### config.mk
export PLATFORM = sky130hd
export DESIGN_NAME = alarm_timer
export DESIGN_NICKNAME = d
export VERILOG_FILES = /design/src/rtl/alarm_timer.sv
export SDC_FILE = /design/constraint.sdc
export NUM_CORES = 1
export LEC_CHECK = 0
export ABC_AREA = 0
export CAP_MARGIN = 20
export CORE_UTILIZATION = 45
export CTS_CLUSTER_DIAMETER = 100
export CTS_CLUSTER_SIZE = 14
export DETAILED_ROUTE_END_ITERATION = 10
export HOLD_SLACK_MARGIN = 0.08
export PLACE_DENSITY = 0.6
export SLEW_MARGIN = 5
export SYNTH_ARGS = -nofsm -noshare
export SYNTH_HDL_FRONTEND = slang
export SYNTH_SLANG_ARGS = --single-unit
### constraint.sdc
create_clock -name clock -period 2.94 [get_ports clock]
set_clock_uncertainty 0.15 [all_clocks]
set_input_delay 0.588 -clock clock [delete_from_list [all_inputs] [get_ports clock]]
set_output_delay 0.588 -clock clock [all_outputs]
set_load 0.05 [all_outputs]
### src/rtl/alarm_timer.sv
// alarm_timer: 1 Hz / 0.5 Hz timebase, four programmable delays (seconds)
// and a seconds countdown that signals expiry with a one-cycle pulse.
module alarm_timer #(
    parameter int CLK_FREQ      = 50_000_000,
    parameter int DEF_ARM       = 6,
    parameter int DEF_DRIVER    = 8,
    parameter int DEF_PASSENGER = 15,
    parameter int DEF_ALARM_ON  = 10
) (
    input  logic       clock,
    input  logic       reset,
    input  logic       start_timer,
    input  logic [1:0] interval_sel,
    input  logic       reprogram,
    input  logic [1:0] time_param_sel,
    input  logic [3:0] time_value,
    output logic       expired,
    output logic       busy,
    output logic [3:0] remaining,
    output logic       one_hz_enable,
    output logic       half_hz_enable
);
    localparam int PW = $clog2(CLK_FREQ);
    localparam logic [PW-1:0] LAST = PW'(CLK_FREQ - 1);

    typedef enum logic {IDLE, RUN} state_t;

    state_t        state;
    logic [PW-1:0] prescaler;
    logic [3:0]    param [4];
    logic [3:0]    loaded;
    logic          tick;

    assign tick   = prescaler == LAST;
    assign loaded = param[interval_sel];
    assign busy   = state == RUN;

    // start_timer takes priority over a same-edge tick or expiry; reads see the pre-write param
    always_ff @(posedge clock or posedge reset)
        if (reset) begin
            state          <= IDLE;
            prescaler      <= '0;
            remaining      <= '0;
            expired        <= 1'b0;
            one_hz_enable  <= 1'b0;
            half_hz_enable <= 1'b0;
            param[0]       <= 4'(DEF_ARM);
            param[1]       <= 4'(DEF_DRIVER);
            param[2]       <= 4'(DEF_PASSENGER);
            param[3]       <= 4'(DEF_ALARM_ON);
        end else begin
            prescaler      <= (start_timer || tick) ? '0 : prescaler + 1'b1;
            one_hz_enable  <= tick;
            half_hz_enable <= half_hz_enable ^ tick;
            if (reprogram)
                param[time_param_sel] <= time_value;
            if (start_timer) begin
                remaining <= loaded;
                state     <= loaded != 4'd0 ? RUN : IDLE;
                expired   <= loaded == 4'd0;
            end else if (state == RUN && tick) begin
                remaining <= remaining - 1'b1;
                state     <= remaining == 4'd1 ? IDLE : RUN;
                expired   <= remaining == 4'd1;
            end else
                expired <= 1'b0;
        end
endmodule
==> results of run 1 <==
area by class of cell:
cell class	count	area [sq um]	share of cell area (%)
clock buffer	7	86.3	2.98
timing repair buffer	26	243	8.37
multi-input combinational	168	1190	41.1
tap	70	87.6	3.02
sequential	50	1260	43.5
inverter	7	26.3	0.906
clock inverter	1	5.00	0.172
worst max path at each step:
| stage | startpoint | endpoint | slack (ns) | depth (start not counted) |
|---|---|---|---|---|
| after CTS | prescaler[0] | prescaler[24] | 0.49 | 5 |
| after global routing | prescaler[0] | prescaler[20] | 0.36 | 5 |
| after floorplan | prescaler[0] | prescaler[24] | 0.66 | 6 |
| after global placement | interval_sel[0] | expired | 0.30 | 5 |
| after detailed placement | interval_sel[0] | expired | 0.30 | 5 |
| final | prescaler[0] | prescaler[24] | 0.49 | 5 |
cell usage after synthesis, types with 2 or more instances:
cell / count
or4_1: 6
nand3_1: 14
nor3_1: 5
o21ai_0: 8
dfrtp_1: 41
and2_1: 3
buf_2: 4
nor4_1: 5
xor2_1: 4
nand3b_1: 2
inv_1: 7
and4_1: 2
ha_1: 3
and3_1: 3
or3_1: 8
nand2_1: 12
a31oi_1: 2
nor4b_1: 4
xnor2_1: 10
a21oi_1: 10
mux2_2: 16
nand4_1: 3
dfstp_2: 9
nor2_1: 23
o31ai_1: 5
a211oi_1: 2
mux4_2: 4
stage by stage:
step	power, uW	instances	hold WS [ns]	area [sq um]
2_1_floorplan	991	231	0.324	2510
3_3_place_gp	1090	321	0.306	2810
3_5_place_dp	1090	321	0.311	2810
4_1_cts	1510	329	0.324	2900
5_1_grt	1560	329	0.370	2900
6_report	1490	329	0.315	2900
cells in the final DEF (no fill, tap or decap), types with 6 or more instances in the layout:
| master | count |
|---|---|
| dfrtp_1 | 41 |
| nor2_1 | 23 |
| clkdlybuf4s50_1 | 19 |
| mux2_2 | 16 |
| nand3_1 | 14 |
| nand2_1 | 12 |
| a21oi_1 | 10 |
| xnor2_1 | 10 |
| dfstp_2 | 9 |
| or3_1 | 8 |
| o21ai_0 | 8 |
| buf_4 | 7 |
| or4_1 | 6 |
| inv_1 | 6 |
| clkbuf_8 | 6 |
where the power goes:
group / switching (uW) / total (uW) / leakage, uW / internal [uW]
clock network: 220 / 411 / 0.0000482 / 190
registers: 43.4 / 809 / 0.000636 / 765
logic: 143 / 266 / 0.000441 / 124
total: 407 / 1490 / 0.00113 / 1080
flip-flops by register name, indices dropped and copies added, names as in the netlist:
register / flops
half_hz_enable: 1
busy: 1
expired: 1
param: 16
one_hz_enable: 1
prescaler: 26
remaining: 4
metal layers:
metal | global-route usage (%) | share of wire (%) | vias up
met4 | 7.50 | 1.5 | 0
met2 | 28.0 | 45 | 33
met3 | 3.69 | 3.7 | 7
met1 | 25.8 | 49 | 885
li1 | - | - | 904
met5 | 0 | 0 | -
logic make-up (layout without fill, tap and decap cells):
logic type,count (synthesis),after routing
adder cells (fa/ha/maj),3,3
AO/OA/AOI/OAI,33,33
AND/OR/NAND/NOR,98,98
flip-flops,50,50
multiplexers,20,20
XOR/XNOR,14,14
buffers and inverters,13,41
==> qor.yml, run 1 <==
avgSynthCellArea_sq_um: 10.9
hold_buffers: 0
ctsResizeCount: 0
grt_pass1_vias: 1758
synth_edf_count: 0
syn_to_final_growth_pct: 15.7
yosys.area_share.simple_pct: 22.1
netlist_area_sq_um: 2510
io_pins: 20
fp.dieH_um: 76.7
critPathArrivalTime_ns: 2.53
cts_buffers: 5
slowest_delay_ns: 0.67
tns_ns: 0
port_buffers: 19
routed_wl_mm: 4.92
synth_compound_gate_area_share_pct: 8.18
cp_top_family: "simple AND/OR/NAND/NOR gates"
track_usage_pct: 18.5
critPathSlowestCell: "or4_1"
detail-route-antenna-nets: 0
setup_violations: 0
cts-root-buf: "clkbuf_8"
cts_sinks: 50
clkTransAtPathRegs_ns: 0.09
ys_async_sr_fraction_pct: 100
rsz0062_at_grt: "no"
synthAdderAreaFrac_pct: 1.50
grt_max_degree: 28
min_period_ns: 2.45
whs_endpoint: "half_hz_enable"
synth_ff_type: "dfrtp_1"
drc_errors: 0
synth_largest_type_area_fraction_pct: 40.9
htreeDepth: 2
setup_ws_ns: 0.494
cts_buffer_depth: 2
cp-end-kind: "flop"
synth_top_family_by_area: "simple AND/OR/NAND/NOR gates"
synth_xor_area_share_pct: 4.89
hp-class: "flop to flop"
netlist_top_cells_area: "dfrtp_1, dfstp_2, mux2_2"
row_count: 26
dr.pass1.iters: 4
start_kind: "flop"
die_area_sq_um: 5880
drtIter0Drc: 137
cts_tree: "built"
overflow: 0
diodes: 0
final_nets: 273
max_freq_ghz: 0.409
antenna_found_initial: 0
ys_seq_area_share_pct: 50.3
powerDensity_nw_per_um2: 512
rr_endpoint: "prescaler[24]"
drv_slew: 0
synth.largest_area_cell: "dfrtp_1"
vias: 1829
yosys-mux-area-fraction_pct: 10.8
grt_pass1_wl_mm: 8.50
insertion_delay_ns: 0.31
worstSetupPathType: "flop to flop"
critPathBufInv: 0
syn-num-nets: 246
initial_core_util_pct: 47.9
tightest_slew_ns: 0.553
ys_seq_elements: 50
min_from: "half_hz_enable"
regToRegSetupSlack_ns: 0.49
vias_per_cell: 5.56
drive_above_1_share_pct: 18.9
ir_drop_mv: 0.319
place.gp.congestion: 0.771
hold_path_depth: 1
reg2reg_depth: 5
status: "complete, no violations"
p_leak_uw: 0.00113
coreArea_sq_um: 5240
die_w_um: 76.7
final_util_pct: 55.4
max-cap-violations: 0
wl_per_cell_um: 15.0
dp_hpwl_mm: 3.56
pre_cts_slack_ns: 0.299
path_max_fanout: 8
ys_types: 43
cp_cell_sequence: "ha_1 > nand4_4 > or4_1 > or4_4 > a21oi_2"
post-route-period-util_pct: 83.2
maxSlewHeadroom_pct: 63.1
yosysWarnings: 0
syn_inst: 231
nFillCells: 472
finalHoldViolCount: 0
cts_setup_buffers: 0
worstReg2RegStart: "prescaler[0]"
cp.required_ns: 3.03
Note: power is estimated with default switching activity, not from simulation.
==> inputs of run 2 (changes only) <==
Clock period 2.94 ns to 2.3 ns, I/O delays scaled along.
==> qor.yml, run 2 (synthesis results as in run 1) <==
status: "complete, no violations"  # unchanged
hold_buffers: 0  # unchanged
final_nets: 291  # was 273
regMostFlops: "prescaler"  # unchanged
cts_sinks: 50  # unchanged
layout_commonest_cell: "dfrtp_1"  # unchanged
insertion_delay_ns: 0.30  # was 0.31 ns
min_period_ns: 2.17
cp_cell_sequence: "clkdlybuf4s50_1"  # was ha_1 > nand4_4 > or4_1 > or4_4 > a21oi_2
vias: 1912  # was 1829
overflow: 0  # unchanged
maxSlewHeadroom_pct: 65.3  # was 63.1%
internal_power_uw: 1440  # was 1080 uW
dr.pass1.iters: 4  # unchanged
cts_buffers: 5  # unchanged
io_pins: 20  # unchanged
switchingPower_uw: 534  # was 407 uW
antenna_found_initial: 0  # unchanged
drc_errors: 0  # unchanged
design_area_sq_um: 3090  # was 2900 sq um
initial_core_util_pct: 47.9  # unchanged
row_count: 26  # unchanged
cts_buffer_depth: 2  # unchanged
ir_drop_mv: 0.472  # was 0.319 mV
dp_hpwl_mm: 3.70  # was 3.56 mm
p_leak_uw: 0.00123  # was 0.00113 uW
cp.required_ns: 1.69  # was 3.03 ns
tightest_slew_ns: 0.520  # was 0.553 ns
place_inst: 339  # was 321
drv_slew: 0  # unchanged
critPathSlowestCell: "clkdlybuf4s50_1"  # was or4_1
die_area_sq_um: 5880  # unchanged
setup_violations: 0  # unchanged
path_max_fanout: 6  # was 8
max_freq_ghz: 0.461
cp-end-kind: "output port"  # was flop
instances_no_fill: 347  # was 329
track_usage_pct: 19.2  # was 18.5%
rsz0062_at_grt: "no"  # unchanged
cp_top_family: "buffers and inverters"  # was simple AND/OR/NAND/NOR gates
place.gp.congestion: 0.784  # was 0.771
grt_max_degree: 25  # was 28
p_seq_share_pct: 52.4  # was 54.4%
comb_power_share_pct: 18.4  # was 17.9%
clkTransAtPathRegs_ns: 0.09  # about the same
drive_above_1_share_pct: 25.6  # was 18.9%
post-route-period-util_pct: 94.3
powerDensity_nw_per_um2: 638  # was 512 nW/um^2
port_buffers: 19  # unchanged
largest_reg_flops: 26  # unchanged
layout_common_cells: "dfrtp_1, nor2_1, buf_4"  # was dfrtp_1, nor2_1, clkdlybuf4s50_1
max-cap-violations: 0  # unchanged
pwr-share-clk_pct: 29.2  # was 27.6%
slowest_delay_ns: 0.83  # was 0.67 ns
finalHoldViolCount: 0  # unchanged
grt_pass1_vias: 1866  # was 1758
start_kind: "flop"  # unchanged
die_w_um: 76.7  # unchanged
coreArea_sq_um: 5240  # unchanged
switching_share_pct: 27.1  # was 27.4%
critPathBufInv: 1  # was 0
critPathArrivalTime_ns: 1.56  # was 2.53 ns
vias_per_cell: 5.51  # was 5.56
cts_tree: "built"  # unchanged
drtIter0Drc: 76  # was 137
final_util_pct: 59.0  # was 55.4%
largestRegisters: "prescaler: 26 flops, param: 16 flops, remaining: 4 flops"  # unchanged
syn_to_final_growth_pct: 23.2  # was 15.7%
htreeDepth: 2  # unchanged
ctsResizeCount: 0  # unchanged
cts_setup_buffers: 0  # unchanged
detail-route-antenna-nets: 0  # unchanged
cts-root-buf: "clkbuf_8"  # unchanged
dpl_cell_area_sq_um: 2970  # was 2810 sq um
wl_per_cell_um: 14.7  # was 15.0 um
routed_wl_mm: 5.10  # was 4.92 mm
worstSetupPathType: "flop to output port"  # was flop to flop
fp.dieH_um: 76.7  # unchanged
diodes: 0  # unchanged
grt_pass1_wl_mm: 8.90  # was 8.50 mm
hp-class: "flop to flop"  # unchanged
## run 2: changes by cell type in the layout (fill, tap and decap cells not counted)
cell | previous run | this run
clkinv_2 | 1 | 0
or4_1 | 6 | 3
ha_2 | 0 | 1
clkinv_4 | 0 | 1
ha_1 | 3 | 2
clkbuf_16 | 0 | 1
buf_4 | 7 | 23
or4_4 | 1 | 4
buf_12 | 0 | 2
clkbuf_8 | 6 | 5
## run 2: cell type report
cell class / instances / area, sq um
fill: 456 / 2150
sequential: 50 / 1260
multi-input combinational: 168 / 1200
timing repair buffer: 44 / 403
clock buffer: 7 / 97.6
tap: 70 / 87.6
inverter: 7 / 26.3
clock inverter: 1 / 8.76
## run 2: worst paths after layout
kind / startpoint / endpoint / slack (ns) / cells past startpoint
max: remaining[2] / remaining[2] / 0.13 / 1
min: half_hz_enable / half_hz_enable / 0.33 / 1
max reg2reg: prescaler[1] / remaining[1] / 0.13 / 6
min reg2reg: half_hz_enable / half_hz_enable / 0.33 / 1
max in group asynchronous: reset / prescaler[22] / 1.15 / 3
min in group asynchronous: reset / param[12] / 0.35 / 2
## run 2: layer usage
layer | routed length (um) | up-vias | global-route usage [%]
li1 | - | 940 | -
met1 | 2620 | 929 | 27.8
met2 | 2260 | 33 | 29.0
met3 | 141 | 10 | 3.69
met4 | 74 | 0 | 5.77
met5 | 0 | - | 0
## run 2: metrics by stage
step                      TNS, ns  worst slack [ns]  power (uW)  hold slack (ns)
after CTS                       0            0.0319        2000            0.335
after detailed placement   -0.276            -0.154        1420            0.319
final                           0             0.132        1970            0.327
after global placement     -0.384            -0.213        1410            0.311
after global routing            0            0.0106        2060            0.347
after floorplan                 0            0.0202        1270            0.324
## run 2: power groups by stage
stage                     combinational [uW]  clock (uW)  sequential (uW)
final                                    363         577             1030
after CTS                                367         597             1030
after detailed placement                 366           0             1050
after global placement                   361           0             1050
after floorplan                          161           0             1110
after global routing                     396         620             1050
==> inputs of run 3 (changes only) <==
Settings changed: CORE_UTILIZATION 45 to 55, CTS_CLUSTER_SIZE 14 to 16, PLACE_DENSITY 0.6 to 0.72, SKIP_LAST_GASP set to 1.
==> qor.yml, run 3 (synthesis results as in run 1) <==
status: "complete, no violations"  # unchanged
overflow: 0  # unchanged
vias_per_cell: 5.81  # was 5.51
cp_cell_sequence: "clkdlybuf4s50_1"  # unchanged
p_leak_uw: 0.00122  # was 0.00123 uW
dp_hpwl_mm: 3.73  # was 3.70 mm
routed_wl_mm: 5.12  # was 5.10 mm
critPathSlowestCell: "clkdlybuf4s50_1"  # unchanged
hp-class: "primary input to asynchronous set/reset pin"  # was flop to flop
place.gp.congestion: 0.841  # was 0.784
timing.hold.ws_ns: 0.275  # was 0.327 ns
drv_slew: 0  # unchanged
drc_errors: 0  # unchanged
worstSetupPathType: "flop to output port"  # unchanged
worstReg2RegStart: "prescaler[1]"  # unchanged
grt_pass1_vias: 1781  # was 1866
largest_reg_flops: 26  # unchanged
design_area_sq_um: 3040  # was 3090 sq um
regMostFlops: "prescaler"  # unchanged
m1WireLength_mm: 2.61  # was 2.62 mm
fp.dieH_um: 69.5  # was 76.7 um
syn_to_final_growth_pct: 21.0  # was 23.2%
grt_pass1_wl_mm: 8.47  # was 8.90 mm
diodes: 0  # unchanged
internal_power_uw: 1370  # was 1440 uW
dpl_cell_area_sq_um: 2940  # was 2970 sq um
critPathArrivalTime_ns: 1.59  # was 1.56 ns
cp.required_ns: 1.69  # about the same
track_usage_pct: 22.4  # was 19.2%
antenna_found_initial: 0  # unchanged
maxSlewHeadroom_pct: 60.3  # was 65.3%
cts-root-buf: "clkbuf_8"  # unchanged
cts_setup_buffers: 0  # unchanged
regToRegSetupSlack_ns: 0.1  # was 0.13 ns
cts_tree: "built"  # unchanged
min_period_ns: 2.20  # was 2.17 ns
coreArea_sq_um: 4350  # was 5240 sq um
clkTransAtPathRegs_ns: 0.10  # was 0.09 ns
largestRegisters: "prescaler: 26 flops, param: 16 flops, remaining: 4 flops"  # unchanged
tightest_slew_ns: 0.588  # was 0.520 ns
switching_share_pct: 29.2  # was 27.1%
vias: 1924  # was 1912
wl_met3_um: 172  # was 141 um
setup_violations: 0  # unchanged
switchingPower_uw: 563  # was 534 uW
top_layer: "met4"  # unchanged
max-cap-violations: 0  # unchanged
slowest_delay_ns: 0.83  # about the same
drive_above_1_share_pct: 25.4  # was 25.6%
drtIter0Drc: 171  # was 76
dr.pass1.iters: 4  # unchanged
cp_top_family: "buffers and inverters"  # unchanged
finalHoldViolCount: 0  # unchanged
ctsResizeCount: 0  # unchanged
final_nets: 293  # was 291
wl_met2_mm: 2.28  # was 2.26 mm
reg2reg_depth: 5  # was 6
cp-end-kind: "output port"  # unchanged
cts_buffers: 5  # unchanged
layout_commonest_cell: "dfrtp_1"  # unchanged
startpoint: "remaining[2]"  # unchanged
cts_buffer_depth: 2  # unchanged
io_pins: 20  # unchanged
cts_sinks: 50  # unchanged
path_max_fanout: 6  # unchanged
crit_end: "remaining[2]"  # unchanged
die_w_um: 69.5  # was 76.7 um
hold_buffers: 0  # unchanged
start_kind: "flop"  # unchanged
critPathBufInv: 1  # unchanged
powerDensity_nw_per_um2: 636  # was 638 nW/um^2
max_freq_ghz: 0.454  # was 0.461 GHz
rsz0062_at_grt: "no"  # unchanged
ir_drop_mv: 0.430  # was 0.472 mV
comb_power_share_pct: 18.3  # was 18.4%
crit_cells: 1  # unchanged
p_seq_share_pct: 53.8  # was 52.4%
rr_endpoint: "prescaler[24]"  # was remaining[1]
htreeDepth: 2  # unchanged
detail-route-antenna-nets: 0  # unchanged
layout_common_cells: "dfrtp_1, buf_4, nor2_1"  # was dfrtp_1, nor2_1, buf_4
die_area_sq_um: 4840  # was 5880 sq um
pwr-share-clk_pct: 27.9  # was 29.2%
wl_per_cell_um: 15.5  # was 14.7 um
initial_core_util_pct: 57.6  # was 47.9%
port_buffers: 19  # unchanged
insertion_delay_ns: 0.32  # was 0.30 ns
row_count: 24  # was 26
grt_max_degree: 24  # was 25
post-route-period-util_pct: 95.7  # was 94.3%
==> run 3: final cells by class <==
cell class / count / area, sq um
fill: 339 / 1320
sequential: 50 / 1260
multi-input combinational: 168 / 1190
timing repair buffer: 46 / 393
clock buffer: 5 / 68.8
tap: 52 / 65.1
inverter: 7 / 26.3
clock inverter: 3 / 25.0
==> run 3: worst min path at each step <==
stage	endpoint	slack, ns
after global placement	half_hz_enable	0.31
after global routing	param[10]	0.30
after floorplan	param[0]	0.32
final	param[10]	0.28
after detailed placement	half_hz_enable	0.31
after CTS	param[12]	0.28
==> run 3: power groups by stage <==
stage / clock [uW] / combinational (uW) / sequential (uW)
2_1_floorplan: 0 / 161 / 1110
3_3_place_gp: 0 / 349 / 1050
3_5_place_dp: 0 / 355 / 1050
4_1_cts: 553 / 356 / 1040
5_1_grt: 578 / 380 / 1050
6_report: 539 / 354 / 1040
==> run 3: stage by stage <==
step | setup TNS (ns) | power [uW] | cells | worst slack, ns | util (%)
3_5_place_dp | -0.326 | 1410 | 323 | -0.185 | 67.5
4_1_cts | 0 | 1950 | 331 | 0.0343 | 69.6
2_1_floorplan | 0 | 1270 | 231 | 0.0202 | -
3_3_place_gp | -0.365 | 1400 | 323 | -0.204 | 67.5
6_report | 0 | 1930 | 331 | 0.0978 | 69.7
5_1_grt | 0 | 2000 | 331 | 0.00388 | 69.7
==> run 3: routing by layer <==
metal,global-route usage [%],vias to the layer above
met3,4.36,5
met1,33.2,939
met5,0,-
met2,33.0,35
li1,-,945
met4,7.48,0
